## config.mk

```make
export PLATFORM = sky130hd
export DESIGN_NAME = uart_tx_ctl_flat
export DESIGN_NICKNAME = d
export VERILOG_FILES = /design/src/rtl/uart_tx_ctl_if.sv /design/src/rtl/uart_tx_ctl.sv /design/src/flat_wrapper.sv
export SDC_FILE = /design/constraint.sdc
export NUM_CORES = 1
export LEC_CHECK = 0
export BUFFER_PORTS_ARGS = -buffer_cell sky130_fd_sc_hd__clkbuf_2
export CAP_MARGIN = 5
export CORE_ASPECT_RATIO = 1.4
export CORE_MARGIN = 2
export CORE_UTILIZATION = 34
export CTS_BUF_LIST = sky130_fd_sc_hd__clkbuf_4 sky130_fd_sc_hd__clkbuf_8 sky130_fd_sc_hd__clkbuf_16
export DETAILED_ROUTE_END_ITERATION = 16
export GPL_TIMING_DRIVEN = 0
export PLACE_DENSITY_LB_ADDON = 0.1
export RECOVER_POWER = 100
export SYNTH_ARGS = -nofsm -noshare
export SYNTH_HDL_FRONTEND = slang
export SYNTH_SLANG_ARGS = --single-unit
export TNS_END_PERCENT = 5
```

## constraint.sdc

```tcl
create_clock -name clk -period 6.6 [get_ports clk]
set_input_delay 0.66 -clock clk [delete_from_list [all_inputs] [get_ports clk]]
set_output_delay 0.66 -clock clk [all_outputs]
set_load 0.02 [all_outputs]
```

## src/rtl/uart_tx_ctl_if.sv

```systemverilog
//==============================================================================
// Module      : uart_tx_ctl_if
// Description : Byte-write strobe and line/status bundle of the UART transmitter.
// Revision    : 1.0 - initial release
//==============================================================================
`default_nettype none

interface uart_tx_ctl_if;
    logic       uart_we;
    logic [7:0] uart;
    logic       tx;
    logic       busy;
    logic       fifo_full;
    logic       fifo_empty;
    logic       overflow;

    modport master (
        output uart_we, uart,
        input  tx, busy, fifo_full, fifo_empty, overflow
    );

    modport slave (
        input  uart_we, uart,
        output tx, busy, fifo_full, fifo_empty, overflow
    );
endinterface

`default_nettype wire

```

## src/rtl/uart_tx_ctl.sv

```systemverilog
//==============================================================================
// Module      : uart_tx_ctl
// Description : FIFO-buffered 8N1 UART transmitter, LSB first.
//               Define UART_TX_PARITY_EN for 8E1 frames (even parity bit).
// Revision    : 1.0 - initial release
//==============================================================================
`default_nettype none

module uart_tx_ctl #(
    parameter int CLKS_PER_BIT = 868,
    parameter int FIFO_DEPTH   = 16
) (
    input  wire logic     clk,
    input  wire logic     rst,
    uart_tx_ctl_if.slave  bus
);

    localparam int c_BAUD_W = $clog2(CLKS_PER_BIT);
    localparam int c_PTR_W  = $clog2(FIFO_DEPTH);
    localparam int c_CNT_W  = c_PTR_W + 1;
    localparam logic [c_BAUD_W-1:0] c_BAUD_LAST = c_BAUD_W'(CLKS_PER_BIT - 1);
    localparam logic [c_CNT_W-1:0]  c_CNT_FULL  = c_CNT_W'(FIFO_DEPTH);

    typedef enum logic [2:0] {
        S_IDLE   = 3'd0,
        S_START  = 3'd1,
        S_DATA   = 3'd2,
`ifdef UART_TX_PARITY_EN
        S_PARITY = 3'd4,
`endif
        S_STOP   = 3'd3
    } state_t;

    logic [7:0]          r_mem [FIFO_DEPTH];
    logic [c_PTR_W-1:0]  r_wr_ptr;
    logic [c_PTR_W-1:0]  r_rd_ptr;
    logic [c_CNT_W-1:0]  r_count;
    logic [c_CNT_W-1:0]  w_count_nxt;
    logic                r_full;
    logic                r_empty;
    logic                r_overflow;
    logic                r_busy;

    state_t              r_state;
    logic                r_tx;
    logic [c_BAUD_W-1:0] r_baud_cnt;
    logic [2:0]          r_bit_idx;
    logic [7:0]          r_shift;
`ifdef UART_TX_PARITY_EN
    logic                r_parity;
`endif

    logic                w_bit_end;
    logic                w_slot;
    logic                w_pop;
    logic                w_idle_nxt;
    logic                w_push;
    logic [7:0]          w_head;

    // A pop can only happen in IDLE or on the final cycle of a stop bit.
    assign w_bit_end  = (r_baud_cnt == c_BAUD_LAST);
    assign w_slot     = (r_state == S_IDLE) || ((r_state == S_STOP) && w_bit_end);
    assign w_pop      = w_slot && !r_empty;
    assign w_idle_nxt = w_slot && r_empty;
    assign w_push     = bus.uart_we && (!r_full || w_pop);
    assign w_head     = r_mem[r_rd_ptr];

    always_comb begin
        w_count_nxt = r_count;
        if (w_push && !w_pop) begin
            w_count_nxt = r_count + c_CNT_W'(1);
        end else if (!w_push && w_pop) begin
            w_count_nxt = r_count - c_CNT_W'(1);
        end
    end

    always_ff @(posedge clk) begin
        if (w_push) begin
            r_mem[r_wr_ptr] <= bus.uart;
        end
    end

    always_ff @(posedge clk) begin
        if (rst) begin
            r_wr_ptr   <= '0;
            r_rd_ptr   <= '0;
            r_count    <= '0;
            r_full     <= 1'b0;
            r_empty    <= 1'b1;
            r_overflow <= 1'b0;
            r_busy     <= 1'b0;
        end else begin
            if (w_push) begin
                r_wr_ptr <= r_wr_ptr + c_PTR_W'(1);
            end
            if (w_pop) begin
                r_rd_ptr <= r_rd_ptr + c_PTR_W'(1);
            end
            if (bus.uart_we && !w_push) begin
                r_overflow <= 1'b1;
            end
            r_count <= w_count_nxt;
            r_full  <= (w_count_nxt == c_CNT_FULL);
            r_empty <= (w_count_nxt == '0);
            r_busy  <= (w_count_nxt != '0) || !w_idle_nxt;
        end
    end

    always_ff @(posedge clk) begin
        if (rst) begin
            r_state    <= S_IDLE;
            r_tx       <= 1'b1;
            r_baud_cnt <= '0;
            r_bit_idx  <= '0;
            r_shift    <= '0;
`ifdef UART_TX_PARITY_EN
            r_parity   <= 1'b0;
`endif
        end else begin
            if ((r_state == S_IDLE) || w_bit_end) begin
                r_baud_cnt <= '0;
            end else begin
                r_baud_cnt <= r_baud_cnt + c_BAUD_W'(1);
            end

            if (w_pop) begin
                r_shift <= w_head;
`ifdef UART_TX_PARITY_EN
                r_parity <= ^w_head;
`endif
            end

            case (r_state)
                S_IDLE: begin
                    if (w_pop) begin
                        r_state <= S_START;
                        r_tx    <= 1'b0;
                    end
                end
                S_START: begin
                    if (w_bit_end) begin
                        r_state   <= S_DATA;
                        r_bit_idx <= '0;
                        r_tx      <= r_shift[0];
                    end
                end
                S_DATA: begin
                    if (w_bit_end) begin
                        if (r_bit_idx == 3'd7) begin
`ifdef UART_TX_PARITY_EN
                            r_state <= S_PARITY;
                            r_tx    <= r_parity;
`else
                            r_state <= S_STOP;
                            r_tx    <= 1'b1;
`endif
                        end else begin
                            r_shift   <= r_shift >> 1;
                            r_tx      <= r_shift[1];
                            r_bit_idx <= r_bit_idx + 3'd1;
                        end
                    end
                end
`ifdef UART_TX_PARITY_EN
                S_PARITY: begin
                    if (w_bit_end) begin
                        r_state <= S_STOP;
                        r_tx    <= 1'b1;
                    end
                end
`endif
                S_STOP: begin
                    // Back-to-back frames go straight to START with no idle bit.
                    if (w_bit_end) begin
                        if (w_pop) begin
                            r_state <= S_START;
                            r_tx    <= 1'b0;
                        end else begin
                            r_state <= S_IDLE;
                            r_tx    <= 1'b1;
                        end
                    end
                end
                default: begin
                    r_state <= S_IDLE;
                    r_tx    <= 1'b1;
                end
            endcase
        end
    end

    assign bus.tx         = r_tx;
    assign bus.busy       = r_busy;
    assign bus.fifo_full  = r_full;
    assign bus.fifo_empty = r_empty;
    assign bus.overflow   = r_overflow;

endmodule

`default_nettype wire

```

## src/flat_wrapper.sv

```systemverilog
// flat-port wrapper written by rule: the top's interface ports become plain ports
module uart_tx_ctl_flat 
#(
    parameter int CLKS_PER_BIT = 868,
    parameter int FIFO_DEPTH   = 16
)
  (clk, rst, bus_uart_we, bus_uart, bus_tx, bus_busy, bus_fifo_full, bus_fifo_empty, bus_overflow);
  uart_tx_ctl_if bus_i ();
  input  wire logic clk;
  input  wire logic rst;
  input wire logic [$bits(bus_i.uart_we)-1:0] bus_uart_we;
  input wire logic [$bits(bus_i.uart)-1:0] bus_uart;
  output wire logic [$bits(bus_i.tx)-1:0] bus_tx;
  output wire logic [$bits(bus_i.busy)-1:0] bus_busy;
  output wire logic [$bits(bus_i.fifo_full)-1:0] bus_fifo_full;
  output wire logic [$bits(bus_i.fifo_empty)-1:0] bus_fifo_empty;
  output wire logic [$bits(bus_i.overflow)-1:0] bus_overflow;
  assign bus_i.uart_we = bus_uart_we;
  assign bus_i.uart = bus_uart;
  assign bus_tx = bus_i.tx;
  assign bus_busy = bus_i.busy;
  assign bus_fifo_full = bus_i.fifo_full;
  assign bus_fifo_empty = bus_i.fifo_empty;
  assign bus_overflow = bus_i.overflow;
  uart_tx_ctl #(.CLKS_PER_BIT(CLKS_PER_BIT), .FIFO_DEPTH(FIFO_DEPTH)) u_core (.clk(clk), .rst(rst), .bus(bus_i));
endmodule
```

# After elaboration in Yosys (flattened, before gate mapping)
# Memories as Yosys holds them, arrays and structs flattened. A register that Yosys moved wholly into a read port is not among the register bits.
# Cells that the tools add are included.
# classes
n_mul	0
n_reduce_logical	24
n_eq_ne	12
div_mod_pow	0
shifts	0
bitwise_logic	0
mux	28
order_cmp	0
addsub	6
# ops
operator	n
$mux W8	4
$mux W3	8
$pmux W3 S4	1
$add A10 B1 Y10 const B	1
$eq A10 B10 Y1 const B	1
$mux W5	2
$ne A2 B1 Y1 const B	5
$mux W1	9
$add A4 B1 Y4 const B	2
$mux W4	2
$reduce_and A4 Y1	2
$logic_and A1 B1 Y1	7
$eq A3 B2 Y1 const B	2
$pmux W3 S2	1
$add A5 B1 Y5 const B	1
$eq A5 B5 Y1 const B	1
$logic_not A1 Y1	5
$logic_not A5 Y1	1
$reduce_and A5 Y1	1
$reduce_bool A5 Y1	1
$sub A5 B1 Y5 const B	1
$logic_or A1 B1 Y1	4
$pmux W1 S4	1
$add A3 B1 Y3 const B	1
other kinds (6)	6
# word_totals
mem_bits_rw	128
latchBits	0
memories	1
romBits	0
register_bits	42
out_inout_bits	5
# mem_list
name	words	width	rd	rd_clocked_by_memory_dff	write_ports	line	source
u_core.r_mem	16	8	1	1	1	uart_tx_ctl.sv:34	logic [7:0] r_mem [FIFO_DEPTH];

# Logic depth before layout (Yosys ltp)
# logic_depth
depth_word	12
ltp_mapped	9
mapped_depth_nobuf	7

# Worst setup path after synthesis
# No wires, ideal clock.
# synth_timing
path_kind	reg2reg
start	register u_core.r_baud_cnt[0]
end	memory u_core.r_mem[0][0], enable pin
period_less_slack_ps	2805
arrival_ps	2421
stages_incl_launch_ff	8
n_path_buf	1
setup_ps	383
required_ps	6217
slack_ps	3795
cell_sequence	dfxtp_1 ha_1 nor3b_1 a41oi_1 clkbuf_1 a21oi_1 nand2_1 nor3_1
# synth_via
elab_chain_len	8
# synth_lines
element	line	source
start: declaration	uart_tx_ctl.sv:46	logic [c_BAUD_W-1:0] r_baud_cnt;
start signal: assignment	uart_tx_ctl.sv:123	r_baud_cnt <= r_baud_cnt + c_BAUD_W'(1);
$eq A10 B10 Y1	uart_tx_ctl.sv:61	assign w_bit_end = (r_baud_cnt == c_BAUD_LAST);
$logic_and A1 B1 Y1	uart_tx_ctl.sv:62	assign w_slot = (r_state == S_IDLE) || ((r_state == S_STOP) && w_bit_end);
$logic_or A1 B1 Y1	uart_tx_ctl.sv:62	
$logic_and A1 B1 Y1	uart_tx_ctl.sv:63	assign w_pop = w_slot && !r_empty;
$logic_or A1 B1 Y1	uart_tx_ctl.sv:65	assign w_push = bus.uart_we && (!r_full || w_pop);
$logic_and A1 B1 Y1	uart_tx_ctl.sv:65	
$mux W1	uart_tx_ctl.sv:78	if (w_push) begin
$mux W1 (not written as such)	uart_tx_ctl.sv:79	r_mem[r_wr_ptr] <= bus.uart;
end: declaration	uart_tx_ctl.sv:34	
# Every way passes these cells.

# Worst setup path in the final report
# layout_timing
start	register u_core.r_baud_cnt[0]
end	memory u_core.r_mem[3][5], enable pin
# The elaborated chain is that of the path after synthesis.

==> results.toml <==
[sta]
min_period_over_period = 0.616
fmax_mhz = 246
hold_viol_final = 0
slew_headroom = -0.0571
fin_skew_ns = 0.00810
worst_pin_slew_ns = 1.57
drv_slew = 9
final-setup-viol-count = 0
period_minus_slack_ns = 4.07
rsz0062_at_grt = "no"
setup_tns_ns = 0
whs_ns = 0.465

[placed_design]
gp_congestion = 0.754
dp.cells = 757
portBuffers = 15
place_hpwl_mm = 11.1

[critical_path]
r2r-end = "u_core.r_mem[3][5]"
cp.required_ns = 6.62
worstSetupStartpointType = "flop"
r2r_start = "u_core.r_baud_cnt[0]"
slowest_delay_ns = 1.28
startpoint = "u_core.r_baud_cnt[0]"
reg2reg_slack_ns = 2.53
critical_path_class = "flop to flop"
ff2ff_path_depth = 7
critical-path-slowest-cell = "nor3_1"
endpoint_kind = "flop"
crit_path_end = "u_core.r_mem[3][5]"
worstPathArrival_ns = 4.09
cp_max_fo = 10
crit_top_cell = "clkbuf_1"
cp_cell_sequence = "ha_1, nor3b_1, a41o_1, clkbuf_1, clkbuf_1, o211ai_1, nor3_1"

[cells_and_area]
finalNonFillerCells = 789
nets = 541
diodes = 0
final_core_util = 0.389
drive_above_1_share = 0.161
syn2layout_area_growth_pct = 13.2

[die]
floorplan.rows = 63
die-area_um2 = 22500
initial_utilization = 0.344
die_y_um = 177
io_pins = 16
die_width_um = 127
core-area_um2 = 21000

[route]
wl_per_cell_um = 19.6
vias_per_cell = 5.17
antenna_left = 0
drcViolationCount = 0
dr.first_iter.drc_count = 182
wirelength_mm = 15.4
first_pass_iters = 4
via_count = 4080

[job]
max-cap-violations = 1

[clock_network]
clkSinkCount = 173
post_cts_buffers = 0
path_clk_slew_ns = 0.06
post_cts_resized = 0
clkLatencyLatePin_ns = 0.42
h-tree-depth = 4
clk_path_buf_depth = 2
cts_inserted_buffers = 17
cts_hold_buf = 0
cts_tree = "done"
root_buffer = "clkbuf_16"

[power]
switching_power_mw = 0.831
p_leak_nw = 2.61
power_per_cell_area_nw_per_um2 = 348
intPower_mw = 2.02
p_seq_frac = 0.447
pwr-share-clk = 0.348
vdd_ir_drop_max_v = 0.000182
combinationalPowerShare = 0.204
swShare = 0.292
totalPowerFinal_mw = 2.85

[yosys]
synthFlopType = "edfxtp_1"
synth_cell_types = 55
syn-num-nets = 505
ys_ff_latch = 173
syn_inst = 480
synthArstFlopShare = 0
synth_edf_count = 128
synth_area_um2 = 7240
yosysWarnings = 0
ys_seq_area_frac = 0.655
syn_avg_cell_area_um2 = 15.1

[global_route]
grt_pass1_wl_mm = 24.7
grt_max_degree = 18
grt.overflow.total = 0
grt_usage = 0.147
grt_pass1_vias = 4335
antenna_found_initial = 0

[run_status]
violations = "capacitance limit, slew limit"
status = "complete, but fails checks"

[worst_hold_path]
hold_class = "flop to flop"
min_from = "u_core.r_baud_cnt[0]"
cell usage in the layout (no fill, tap or decap), types with 5 or more instances in the layout:
cell | synthesis | layout
edfxtp_1 | 128 | 128
nor2_1 | 51 | 51
dfxtp_1 | 45 | 45
mux4_2 | 39 | 39
nand2_1 | 35 | 35
clkbuf_1 | 16 | 34
nor3_1 | 17 | 17
clkbuf_16 | 0 | 17
ha_1 | 14 | 14
inv_1 | 11 | 11
nand3_1 | 9 | 9
xnor2_1 | 8 | 8
a311oi_1 | 8 | 8
inv_6 | 0 | 7
xor2_1 | 6 | 6
a21oi_1 | 5 | 5
o211ai_1 | 5 | 5
o21ai_0 | 5 | 5
power groups by stage:
stage | clock [mW] | combinational (mW) | sequential (mW)
floorplan | 0 | 0.444 | 1.30
global placement | 0 | 0.605 | 1.30
detailed placement | 0 | 0.608 | 1.30
CTS | 1.02 | 0.610 | 1.27
global route | 1.06 | 0.651 | 1.28
finish | 0.992 | 0.582 | 1.27
registers in the layout, summed over array words and instances (netlist names), named ones only:
name / flops
u_core.r_mem: 128
u_core.r_baud_cnt: 10
u_core.r_shift: 8
u_core.r_count: 5
u_core.r_rd_ptr: 4
u_core.r_wr_ptr: 4
u_core.r_bit_idx: 3
u_core.r_state: 2
u_core.bus.busy: 1
u_core.bus.fifo_empty: 1
u_core.bus.fifo_full: 1
u_core.bus.overflow: 1
u_core.bus.tx: 1
logic make-up after synthesis:
| family | synth area share |
|---|---|
| flip-flops | 0.655 |
| AND/OR/NAND/NOR | 0.0957 |
| AO/OA/AOI/OAI | 0.0536 |
| multiplexers | 0.132 |
| buffers and inverters | 0.0225 |
| XOR/XNOR | 0.0169 |
| adder cells (fa/ha/maj) | 0.0242 |
critical path: cells and delay by family, from the launching register on:
| kind | cells | cell delay, ns |
|---|---|---|
| adder cells (fa/ha/maj) | 1 | 0.22 |
| flip-flops | 1 | 0.37 |
| AND/OR/NAND/NOR | 2 | 1.77 |
| AO/OA/AOI/OAI | 2 | 0.56 |
| buffers and inverters | 2 | 0.74 |
metrics by stage:
step | setup slack [ns] | cell area, um2
2_1_floorplan | 3.80 | 7240
3_3_place_gp | 2.42 | 7640
3_5_place_dp | 2.93 | 7670
4_1_cts | 2.91 | 8250
5_1_grt | 2.12 | 8190
6_report | 2.53 | 8190
Yosys cell counts, types with 3 or more instances:
| master | n | area [um2] |
|---|---|---|
| a211oi_1 | 4 | 30.0 |
| a21oi_1 | 5 | 25.0 |
| a221oi_1 | 3 | 26.3 |
| a22o_1 | 3 | 26.3 |
| a311oi_1 | 8 | 70.1 |
| and2_1 | 4 | 25.0 |
| and3_1 | 3 | 18.8 |
| buf_1 | 4 | 15.0 |
| buf_2 | 5 | 25.0 |
| clkbuf_1 | 16 | 60.1 |
| dfxtp_1 | 45 | 901 |
| edfxtp_1 | 128 | 3840 |
| ha_1 | 14 | 175 |
| inv_1 | 11 | 41.3 |
| mux2_2 | 4 | 45.0 |
| mux2i_1 | 3 | 30.0 |
| mux4_2 | 39 | 878 |
| nand2_1 | 35 | 131 |
| nand3_1 | 9 | 45.0 |
| nor2_1 | 51 | 191 |
| nor2b_1 | 4 | 25.0 |
| nor3_1 | 17 | 85.1 |
| o211ai_1 | 5 | 37.5 |
| o21a_1 | 3 | 22.5 |
| o21ai_0 | 5 | 25.0 |
| or3_1 | 3 | 18.8 |
| xnor2_1 | 8 | 70.1 |
| xor2_1 | 6 | 52.6 |
worst min path at each step:
stage                                 to  slack, ns  cells after the start
floorplan           u_core.r_baud_cnt[0]       0.43                      1
global placement    u_core.r_baud_cnt[0]       0.45                      1
detailed placement  u_core.r_baud_cnt[0]       0.45                      1
CTS                 u_core.r_baud_cnt[0]       0.47                      1
global route           u_core.r_shift[6]       0.52                      2
finish              u_core.r_baud_cnt[0]       0.46                      1
layer usage:
layer,track usage,routed length [um],vias to the layer above
met4,0.0527,283,0
li1,-,-,1933
met5,0,0,-
met2,0.266,8340,62
met1,0.174,6440,2066
met3,0.0293,377,19
final cells by class:
cell class                      count  area (um2)
Tap cell                          260         325
Clock buffer                       17         425
Buffer                             28         111
Sequential cell                   173        4740
Fill cell                        1965       12900
Inverter                           11        41.3
Clock inverter                     15         153
Multi-Input combinational cell    268        2320
Timing Repair Buffer               17        66.3
Note: power is estimated with default switching activity, not from simulation.
